### src/rtl/dsp_pkg.sv
// dsp_pkg: shared DSP-chain constants, upsampler state encoding and the signed saturation helper.
package dsp_pkg;

    localparam int SAMPLE_W    = 16;
    localparam int ZERO_STUFF  = 0;
    localparam int SAMPLE_HOLD = 1;

    typedef enum logic {IDLE, EMIT} up_state_t;

    // Clamp a wide signed value into the range of a w-bit two's complement number.
    function automatic logic signed [63:0] sat(input logic signed [63:0] x, input int w);
        logic signed [63:0] hi;
        logic signed [63:0] lo;
        hi = (64'sd1 <<< (w - 1)) - 64'sd1;
        lo = -(64'sd1 <<< (w - 1));
        return (x > hi) ? hi : (x < lo) ? lo : x;
    endfunction

endpackage

### src/rtl/sat_shift.sv
// sat_shift: combinational signed left shift by S bits, saturated back to N bits.
module sat_shift
    import dsp_pkg::*;
#(
    parameter int N = SAMPLE_W,
    parameter int S = 2
)(
    input  logic signed [N-1:0] i_x,
    output logic signed [N-1:0] o_y
);

    logic signed [63:0] w_wide;

    assign w_wide = 64'(i_x) <<< S;
    assign o_y    = N'(sat(w_wide, N));

endmodule

### src/rtl/upsampler.sv
// upsampler: emits L output samples per accepted input, zero-stuffed (optional gain) or held,
// with a one-deep input buffer so the source keeps flowing while the current group drains.
module upsampler
    import dsp_pkg::*;
#(
    parameter int N    = SAMPLE_W,
    parameter int L    = 4,
    parameter int logL = 2,
    parameter int HOLD = ZERO_STUFF,
    parameter int GAIN = 1
)(
    input  logic                clk,
    input  logic                rst_n,
    input  logic                in_valid,
    output logic                in_ready,
    input  logic signed [N-1:0] sample,
    output logic                out_valid,
    input  logic                out_ready,
    output logic signed [N-1:0] sampleu,
    output logic                out_first,
    output logic [logL-1:0]     out_phase
);

    up_state_t          r_state, w_state_n;
    logic [logL-1:0]    r_phase, w_phase_n;
    logic signed [N-1:0] r_cur, w_cur_n;
    logic signed [N-1:0] r_nxt, w_nxt_n;
    logic               r_nxt_vld, w_nxt_vld_n;
    logic               w_acc, w_hs, w_last;
    logic signed [N-1:0] w_shift, w_scaled;

    sat_shift #(.N(N), .S(logL)) u_sat (.i_x(r_cur), .o_y(w_shift));

    assign w_acc  = in_valid && in_ready;
    assign w_hs   = out_valid && out_ready;
    assign w_last = r_phase == logL'(L - 1);

    always_ff @(posedge clk or negedge rst_n) begin
        if (!rst_n) begin
            r_state   <= IDLE;
            r_phase   <= '0;
            r_cur     <= '0;
            r_nxt     <= '0;
            r_nxt_vld <= 1'b0;
        end else begin
            r_state   <= w_state_n;
            r_phase   <= w_phase_n;
            r_cur     <= w_cur_n;
            r_nxt     <= w_nxt_n;
            r_nxt_vld <= w_nxt_vld_n;
        end
    end

    // L is a power of two, so the phase increment wraps to 0 at the end of a group.
    always_comb begin
        w_state_n   = r_state;
        w_phase_n   = r_phase;
        w_cur_n     = r_cur;
        w_nxt_n     = r_nxt;
        w_nxt_vld_n = r_nxt_vld;
        if (r_state == IDLE) begin
            if (w_acc) begin
                w_state_n = EMIT;
                w_cur_n   = sample;
                w_phase_n = '0;
            end
        end else begin
            if (w_hs) begin
                w_phase_n = r_phase + 1'b1;
                if (w_last) begin
                    if (r_nxt_vld) begin
                        w_cur_n     = r_nxt;
                        w_nxt_vld_n = 1'b0;
                    end else if (w_acc) begin
                        w_cur_n = sample;
                    end else begin
                        w_state_n = IDLE;
                    end
                end
            end
            if (w_acc && !(w_hs && w_last)) begin
                w_nxt_n     = sample;
                w_nxt_vld_n = 1'b1;
            end
        end
    end

    assign w_scaled  = (HOLD == SAMPLE_HOLD || GAIN == 0) ? r_cur : w_shift;
    assign in_ready  = !r_nxt_vld;
    assign out_valid = r_state == EMIT;
    assign out_phase = r_phase;
    assign out_first = out_valid && r_phase == '0;
    assign sampleu   = !out_valid ? '0 : (r_phase == '0) ? w_scaled : (HOLD == SAMPLE_HOLD) ? r_cur : '0;

endmodule

### config.mk
export PLATFORM = sky130hd
export DESIGN_NAME = upsampler
export DESIGN_NICKNAME = d
export VERILOG_FILES = /design/src/rtl/dsp_pkg.sv /design/src/rtl/sat_shift.sv /design/src/rtl/upsampler.sv
export SDC_FILE = /design/constraint.sdc
export NUM_CORES = 1
export LEC_CHECK = 0
export CORE_UTILIZATION = 40
export CTS_CLUSTER_SIZE = 28
export DETAILED_ROUTE_END_ITERATION = 16
export GPL_ROUTABILITY_DRIVEN = 0
export GPL_TIMING_DRIVEN = 0
export MAX_ROUTING_LAYER = met4
export PLACE_DENSITY = 0.68
export SYNTH_ARGS = -nofsm -noshare
export SYNTH_HDL_FRONTEND = slang
export SYNTH_HIERARCHICAL = 1
export SYNTH_SLANG_ARGS = --single-unit
### constraint.sdc
create_clock -name clk -period 1.75 [get_ports clk]
set_input_delay 0.35 -clock clk [delete_from_list [all_inputs] [get_ports clk]]
set_output_delay 0.35 -clock clk [all_outputs]
set_load 0.02 [all_outputs]
# Word-level counts from Yosys, hierarchy flattened

Index checks and enable logic that the tools add are counted.

Output and inout port bits: 21
Bits in registers: 36
Word-level logic and storage cells: 46
Input bits: 20

Add/sub/neg operators: 1
Equal/unequal tests: 3
Reductions and logical operators: 15
Muxes and demuxes: 20
Order comparisons: 2

Operators by type and width:

| operator                                                                           | count |
|---|---|
| 16-bit two-way mux                                                                 | 9 |
| 18-bit by 16-bit greater-than comparator with 1-bit output (second input constant) | 1 |
| 18-bit by 16-bit < comparator with 1-bit output (second input constant)            | 1 |
| 1-bit two-way mux                                                                  | 8 |
| 2-bit two-way mux                                                                  | 3 |
| 2-bit AND reduction                                                                | 3 |
| 2-bit nonzero test                                                                 | 3 |
| 1-bit logical AND                                                                  | 5 |
| 2-bit by 1-bit inequality test with 1-bit output (second input constant)           | 2 |
| 3-bit AND reduction                                                                | 1 |
| 2-bit by 1-bit adder with 2-bit output (second input constant)                     | 1 |
| 2-bit equality test (second input constant)                                        | 1 |
| 1-bit logical NOT                                                                  | 2 |
| 2-bit logical NOT                                                                  | 1 |

# Logic depth before layout (Yosys ltp)

Gate-level depths: netlist of the first run.

Depth after elaboration: 7
Depth in mapped cells: 6
Gate-level depth less buffers: 4

# Hierarchy

Netlist of the first run, hierarchy kept.

By module, submodules not included:

| module    | area each (µm²) | cells an instance | seq. area each (µm²) | instances |
|---|---|---|---|---|
| upsampler | 1631.6          | 130               | 900.9                | 1 |
| sat_shift | 337.8           | 51                | 0.0                  | 1 |

# Worst setup path after synthesis of the first run

No wires, ideal clock.

Path type: register to register
Start point: register r_phase[0], in the netlist out_phase[0]
End point: register r_nxt[10]
Data arrival time: 1606 ps
Setup slack: 17 ps
Stages on the path, launching flop included: 5
Clock period less this slack: 1733 ps
Library setup time: 127 ps
Required time: 1623 ps
Buffers on the path: 1
Path through: dfrtp_1 ha_1 a211oi_4 buf_6 mux2_1

Longest elaborated chain between the ends: 5

Ends and longest elaborated chain:

| element                       | RTL line        | source |
|---|---|---|
| from (decl)                   | upsampler.sv:25 | `logic [logL-1:0] r_phase, w_phase_n;` |
| from (signal assigned)        | upsampler.sv:47 | `r_phase <= w_phase_n;` |
| 2-bit equality test           | upsampler.sv:36 | `assign w_last = r_phase == logL'(L - 1);` |
| 1-bit logical AND             | upsampler.sv:81 | `if (w_acc && !(w_hs && w_last)) begin` |
| 1-bit logical NOT             | upsampler.sv:81 |  |
| 1-bit logical AND             | upsampler.sv:81 |  |
| 2-bit AND reduction (no line) | n/a             |  |
| to (signal assigned)          | upsampler.sv:49 | `r_nxt <= w_nxt_n;` |
| to (decl)                     | upsampler.sv:27 | `logic signed [N-1:0] r_nxt, w_nxt_n;` |

No other way between the ends.
A chain may end at the register's enable or synchronous reset.

# Final worst setup path of the first run

Start point: register r_cur[15]
End point: output port sampleu[13]

Longest elaborated chain between the ends: 5
Elaborated cells on any way between the ends: 6
Those cells by class: order compare (2); mux (4)

Ends and longest elaborated chain:

| element                                         | RTL line        | source |
|---|---|---|
| from (decl)                                     | upsampler.sv:26 | `logic signed [N-1:0] r_cur, w_cur_n;` |
| from (signal assigned)                          | upsampler.sv:48 | `r_cur <= w_cur_n;` |
| 18-bit by 16-bit < comparator with 1-bit output | dsp_pkg.sv:16   | `return (x > hi) ? hi : (x < lo) ? lo : x;` |
| 16-bit two-way mux                              | dsp_pkg.sv:16   |  |
| 16-bit two-way mux *                            | dsp_pkg.sv:16   |  |
| named net w_scaled[13]                          | upsampler.sv:30 | `logic signed [N-1:0] w_shift, w_scaled;` |
| 16-bit two-way mux * (2 in series)              | upsampler.sv:93 | `assign sampleu = !out_valid ? '0 : (r_phase == '0) ? w_scaled : (HOLD == SAMPLE_HOLD) ? r_cur : '0;` |
| to (decl)                                       | upsampler.sv:19 | `output logic signed [N-1:0] sampleu,` |

The timed path passes the listed nets; every way through them passes the cells marked *.

==> results of run 1 <==
synth_stat cells, drive strengths merged:
cell / n / area, um^2
a211oi: 1 / 20.0
a21bo: 1 / 10.0
a21boi: 14 / 120
a2bb2oi: 15 / 131
a32oi: 1 / 8.76
and2: 1 / 6.26
and3: 16 / 100
buf: 11 / 104
clkbuf: 8 / 50.1
dfrtp: 36 / 901
ha: 2 / 25.0
inv: 4 / 15.0
mux2: 16 / 180
nand2: 3 / 11.3
nand2b: 1 / 6.26
nand3: 2 / 10.0
nor2: 15 / 56.3
o211ai: 1 / 7.51
o21ai: 3 / 15.0
o22ai: 29 / 181
o2bb2a: 1 / 10.0
area by class of cell:
| class | instances | share of cell area, % |
|---|---|---|
| Sequential cell | 36 | 31.4 |
| Inverter | 4 | 0.523 |
| Clock buffer | 7 | 3.35 |
| Tap cell | 67 | 2.92 |
| Clock inverter | 1 | 1.05 |
| Multi-Input combinational cell | 122 | 34.9 |
| Buffer | 19 | 6.36 |
| Timing Repair Buffer | 58 | 19.4 |
metal layers:
layer  share of wire [%]  wire (um)  vias to the layer above  track usage (%)
met4                 1.0         53                        0             6.54
met2                  48       2430                       42             31.0
met1                  48       2440                      844             30.0
li1                    -          -                      813                -
met3                 3.3        170                        5             4.31
met5                   0          0                        -                -
where the power goes:
| group | total [mW] | switching (mW) | internal, mW |
|---|---|---|---|
| Clock | 0.808 | 0.305 | 0.503 |
| Combinational | 3.34 | 1.53 | 1.81 |
| Sequential | 1.56 | 0.317 | 1.24 |
logic make-up (layout without fill, tap and decap cells):
kind of cell               count (synthesis)  count (layout)  share of synthesized area [%]
adders and majority gates                  2               2                           1.27
muxes                                     16              16                           9.15
and+or+nand+nor                           38              38                           9.66
buffers and inverters                     23              89                           8.58
AOI/OAI and AO/OA                         66              66                           25.6
DFF                                       36              36                           45.7
worst min path at each step:
stage / startpoint / endpoint / cells after the start
after CTS: rst_n / out_phase[0] / 1
after detailed placement: r_nxt[8] / r_nxt[8] / 1
final: rst_n / r_nxt[2] / 1
after global placement: r_nxt[6] / r_nxt[6] / 1
after global routing: rst_n / r_nxt[2] / 1
after floorplan: rst_n / out_phase[0] / 0
state kept, by name, indices dropped and copies added, names as in the netlist:
| name | flops |
|---|---|
| r_nxt | 16 |
| out_phase | 2 |
| r_cur | 16 |
| r_nxt_vld | 1 |
| out_valid | 1 |
placed cells by master (no fill, tap or decap), types with 3 or more instances in the layout:
cell and n:
clkdlybuf4s50_1 20, a21boi_0 3, clkbuf_2 3, nor2_4 3, buf_4 13, and3_1 12, a21boi_1 7, o21ai_0 3
and3_4 4, clkbuf_8 9, mux2_1 10, nor2_2 3, mux2_2 6, a21boi_2 3, buf_2 7, o22ai_2 3
a2bb2oi_1 15, nor2_1 9, buf_6 25, nand2_1 3, o22ai_1 26, dfrtp_1 34
stage by stage:
stage | util, % | setup slack (ns) | setup TNS (ns) | hold slack [ns]
after floorplan | - | 0.0170 | 0 | 0.0544
after global placement | 51.9 | -0.543 | -33.26 | 0.468
after detailed placement | 51.8 | -0.498 | -14.02 | 0.476
after CTS | 58.9 | -0.181 | -1.88 | 0.170
after global routing | 60.8 | -0.284 | -2.75 | 0.203
final | 60.8 | -0.182 | -1.73 | 0.137
what timing repair did:
action | CTS | global route
cloned | 6 | 0
pin swaps | 10 | 14
hold endpoints to repair | 0 | 0
setup buffers | 10 | 3
setup endpoints to repair | 29 | 33
resized for setup | 125 | 24
critical path, cell delays in order (launching register included):
cell,delay [ns]
dfrtp_1,0.41
buf_6,0.15
buf_6,0.12
a21boi_1,0.13
o22ai_1,0.17
and3_1,0.20
buf_6,0.12
==> impl_metrics.env, run 1 <==
export IMPL_rsz0062_at_grt="yes"
export IMPL_p_leak_nw=1.27
export IMPL_final_max_slew_viol_count=0
export IMPL_hold_class="primary input to async pin"
export IMPL_grt_max_degree=37
export IMPL_path_clk_slew_ns=0.07
export IMPL_final_cells=314
export IMPL_cellPowerDensity_mw_per_mm2=1990
export IMPL_fin_worst_skew_ns=0.00607
export IMPL_crit_path_start_kind="flip-flop"
export IMPL_min_period_ns=1.93
export IMPL_start_util_pct=41.7
export IMPL_firstDrtPassIters=11
export IMPL_row_count=25
export IMPL_die_x_um=72.2
export IMPL_cts_buffers=5
export IMPL_cp_startpoint="r_cur[15]"
export IMPL_grt_pass1_wl_um=8110
export IMPL_drtAntennaViolNets=0
export IMPL_syn_area_mm2=0.00197
export IMPL_drive_above_1_share_pct=37.7
export IMPL_drc=2
export IMPL_layout_setup_ws_ns=-0.182
export IMPL_endpoint_kind="primary output"
export IMPL_multi_input_area_mm2=0.00100
export IMPL_synth_cells=181
export IMPL_synth_cell_types=28
export IMPL_syn_nets=203
export IMPL_wl_um=5100
export IMPL_setup_viol=15
export IMPL_vdd_ir_drop_max_v=0.000826
export IMPL_grt_util_all_layers_pct=21.3
export IMPL_ys_seq_elements=36
export IMPL_outcome="finished, violations left"
export IMPL_hold_buffers=0
export IMPL_max_freq_ghz=0.517
export IMPL_dieHeight_um=72.2
export IMPL_n_fill_cell=382
export IMPL_grt_pass1_vias=1588
export IMPL_final_hold_viol_count=0
export IMPL_r2r_end="r_nxt[13]"
export IMPL_cts_root_buffer="clkbuf_8"
export IMPL_n_antenna_cell=0
export IMPL_hpwl_um=3160
export IMPL_tightestPinTransition_ns=0.789
export IMPL_worstPathRequired_ns=1.40
export IMPL_post_drt_wl_per_cell_um=16.2
export IMPL_port_buffers=40
export IMPL_nets=268
export IMPL_clock_sinks=36
export IMPL_endpoint="sampleu[13]"
export IMPL_drt_iter0_markers=105
export IMPL_synth_yosys_warnings=6
export IMPL_max_cap_violations=0
export IMPL_die_area_mm2=0.00521
export IMPL_num_vias=1704
export IMPL_core_mm2=0.00472
export IMPL_ctsHtreeMaxLevel=2
export IMPL_slew_headroom_pct=47.4
export IMPL_path_max_fanout=6
export IMPL_dp_cells=288
export IMPL_clock_path_buffers=2
export IMPL_r2r_slack_ns=0.06
export IMPL_seqCellArea_um2=903
export IMPL_finalCritPeriodShare_pct=110
export IMPL_area_growth_pct=45.9
export IMPL_place_area_mm2=0.00245
export IMPL_total_power_mw=5.71
export IMPL_rr_startpoint="out_phase[0]"
export IMPL_r2r_cells=5
export IMPL_seq_area_frac_synth_pct=45.7
export IMPL_drt_vias_per_instance=5.43
export IMPL_pin_count=41
export IMPL_cp_arrival_ns=1.58
export IMPL_violations="design-rule violations, negative setup slack"
export IMPL_antenna_found_initial=0
export IMPL_grt_overflow=0
export IMPL_cts_tree="built"
export IMPL_syn_mean_instance_area_um2=10.9
export IMPL_crit_type="flip-flop to primary output"
export IMPL_clock_latency_ns=0.29
export IMPL_fin_area_mm2=0.00287
(Power assumes the default switching activity.)
==> run 2: changes to the inputs <==
- ABC_AREA: default -> 1
- PLACE_DENSITY: 0.68 -> 0.67
==> run 2 against run 1 <==
Effect of this change:
- the run ends with negative setup slack left
- fmax up 10%
- routed wire length shrank 2.6%
- power is 2.7% lower
- clock power fell by 21%
- sequential power decreased by 9%
- sequential share of layout area shrank 0.65 points
- utilization fell by 5.0 points
- critical path type unchanged
- via count grew 16%
- critical path depth unchanged
==> impl_metrics.env, run 2 <==
export IMPL_layout_setup_ws_ns=-0.00577
export IMPL_clock_latency_ns=0.29
export IMPL_tightestPinTransition_ns=0.811
export IMPL_crit_path_start_kind="flip-flop"
export IMPL_path_clk_slew_ns=0.07
export IMPL_finalCritPeriodShare_pct=100
export IMPL_rr_startpoint="out_phase[0]"
export IMPL_clock_path_buffers=2
export IMPL_post_synth_top_count_cell="nand2_1"
export IMPL_core_mm2=0.00524
export IMPL_start_util_pct=42.3
export IMPL_n_antenna_cell=0
export IMPL_r2r_slack_ns=0.19
export IMPL_synth_top_area_share_pct=40.6
export IMPL_post_drt_wl_per_cell_um=10.9
export IMPL_yosys_mux_area_fraction_pct=0
export IMPL_grt_overflow=0
export IMPL_dieHeight_um=76.5
export IMPL_drc=0
export IMPL_min_period_ns=1.76
export IMPL_syn_area_mm2=0.00222
export IMPL_r2r_end="r_cur[1]"
export IMPL_antenna_found_initial=0
export IMPL_synth_edf_count=0
export IMPL_final_max_slew_viol_count=0
export IMPL_grt_util_all_layers_pct=19.2
export IMPL_wl_um=4970
export IMPL_port_buffers=39
export IMPL_grt_max_degree=37
export IMPL_critPathBufInv=3
export IMPL_violations="negative setup slack"
export IMPL_synthXorXnorAreaFrac_pct=0
export IMPL_synth_yosys_warnings=6
export IMPL_place_area_mm2=0.00269
export IMPL_firstDrtPassIters=4
export IMPL_syn_nets=355
export IMPL_yosys_area_share_simple_pct=32.6
export IMPL_cpPeakStageDelay_ns=0.39
export IMPL_fin_worst_skew_ns=0.00529
export IMPL_cts_root_buffer="clkbuf_8"
export IMPL_drive_above_1_share_pct=20.4
export IMPL_drt_iter0_markers=135
export IMPL_die_x_um=76.5
export IMPL_rsz0062_at_grt="yes"
export IMPL_max_freq_ghz=0.570
export IMPL_path_max_fanout=5
export IMPL_outcome="finished, violations left"
export IMPL_synth_ff_type="dfrtp_1"
export IMPL_netlist_top_cell_by_area="dfrtp_1"
export IMPL_final_hold_viol_count=0
export IMPL_p_leak_nw=1.75
export IMPL_ctsHtreeMaxLevel=2
export IMPL_synth_compound_area_share_pct=5.14
export IMPL_grt_pass1_wl_um=8760
export IMPL_setup_viol=1
export IMPL_max_cap_violations=0
export IMPL_nets=409
export IMPL_cpLargestDelayFamily="flip-flops"
export IMPL_worst_hold_slack_ns=0.148
export IMPL_synth_cell_types=17
export IMPL_pin_count=41
export IMPL_row_count=26
export IMPL_endpoint_kind="primary output"
export IMPL_dpl_worst_slack_ns=-0.263
export IMPL_grt_pass1_vias=1921
export IMPL_cts_tree="built"
export IMPL_drtAntennaViolNets=0
export IMPL_ys_top_cells_by_area="dfrtp_1 41%, nand2_1 19%, inv_1 14%, nand3_1 8.4%, o21ai_0 3.6%"
export IMPL_drt_vias_per_instance=4.33
export IMPL_synth_top_family_by_area="simple AND/OR/NAND/NOR gates"
export IMPL_synth_cells=333
export IMPL_area_growth_pct=31.9
export IMPL_cp_startpoint="out_phase[1]"
export IMPL_num_vias=1979
export IMPL_r2r_cells=10
export IMPL_fin_area_mm2=0.00293
export IMPL_hpwl_um=3310
export IMPL_cts_buffers=5
export IMPL_syn_mean_instance_area_um2=6.66
export IMPL_crit_slowest_cell="dfrtp_1"
export IMPL_crit_type="flip-flop to primary output"
export IMPL_hold_buffers=0
export IMPL_worstPathRequired_ns=1.40
export IMPL_seq_area_frac_synth_pct=40.6
export IMPL_synthArstFlopShare_pct=100
export IMPL_synth_common_cells="110 x nand2_1, 85 x inv_1, 37 x nand3_1, 36 x dfrtp_1"
export IMPL_die_area_mm2=0.00584
export IMPL_synth_adder_area_share_pct=1.13
export IMPL_crit_chain="inv_2 > ha_4 > nand2_8 > buf_8 > nor2_1 > buf_4"
export IMPL_cellPowerDensity_mw_per_mm2=1900
export IMPL_vdd_ir_drop_max_v=0.000707
export IMPL_slew_headroom_pct=45.9
export IMPL_clock_sinks=36
export IMPL_hold_class="primary input to async pin"
export IMPL_ys_seq_elements=36
export IMPL_final_common_cell="nand2_1"
export IMPL_layout_common_cells="106 x nand2_1, 79 x inv_1, 37 x nand3_1"
export IMPL_cp_arrival_ns=1.41
-- run 2: cell count changes in the layout (fill, tap and decap cells not counted), moves of 6 or more --
cell / change
nand2_2: +8
o22ai_1: -26
a21boi_1: -7
nand3_1: +35
mux2_2: -6
mux2_1: -10
a2bb2oi_1: -15
buf_6: -15
inv_1: +77
nand2_1: +103
and3_1: -12
o21ai_0: +13
buf_4: +9
-- run 2: logic make-up (layout without fill, tap and decap cells) --
group | count (synthesis) | in the layout
AOI/OAI and AO/OA | 20 | 20
adders and majority gates | 2 | 2
buffers and inverters | 104 | 157
DFF | 36 | 36
and+or+nand+nor | 171 | 172
-- run 2: layout make-up --
| cell class | instances | area, um^2 |
|---|---|---|
| plain buffers | 16 | 128 |
| clock buffers | 7 | 96.3 |
| fillers | 529 | 2310 |
| inverters | 86 | 330 |
| multi-input cells | 194 | 932 |
| flip-flops and latches | 36 | 901 |
| well taps | 70 | 87.6 |
| repair buffers | 48 | 450 |
-- run 2: worst max-delay path by stage --
stage	endpoint	slack (ns)	cells after the start
2_1_floorplan	sampleu[10]	0.15	4
3_3_place_gp	r_cur[2]	-0.55	1
3_5_place_dp	sampleu[9]	-0.26	6
4_1_cts	out_valid	0.003	2
5_1_grt	sampleu[9]	-0.14	8
6_report	sampleu[9]	-0.006	6
-- run 2: stage by stage --
step	TNS, ns	utilization [%]	std cells	power, mW
after floorplan	0	-	333	3.56
after global placement	-23.39	51.5	442	4.45
after global routing	-0.746	55.9	457	6.11
final	-0.00577	55.9	457	5.55
after detailed placement	-3.50	51.4	442	4.50
after CTS	0	53.7	455	5.25
-- run 2: power breakdown --
group          total (mW)  switching, mW  internal [mW]
Combinational        3.50           2.01           1.49
Sequential           1.42          0.182           1.24
Clock               0.637          0.287          0.350
-- run 2: per-layer routing --
metal  part of all wire (%)  vias up  GRT usage (%)
met3                    4.0        7           3.59
li1                       -     1069              -
met4                    1.3        0           5.77
met5                      0        -              -
met1                     49      857           25.6
met2                     46       46           29.6
-- run 2: worst reg2reg max path, cell delays in order (launching register included) --
cell	delay (ns)
dfrtp_1	0.40
buf_4	0.15
ha_1	0.19
nand2_1	0.10
nand2_2	0.09
buf_6	0.15
nand2_4	0.10
buf_6	0.14
nand2_1	0.06
nand2_1	0.06
inv_1	0.04
-- run 2: repair_timing --
action / 4_1_cts / 5_1_grt
setup endpoints to repair: 18 / 18
buffers inserted: 6 / 0
pin swaps: 1 / 13
hold endpoints to repair: 0 / 0
cloned: 2 / 2
resized for setup: 93 / 31
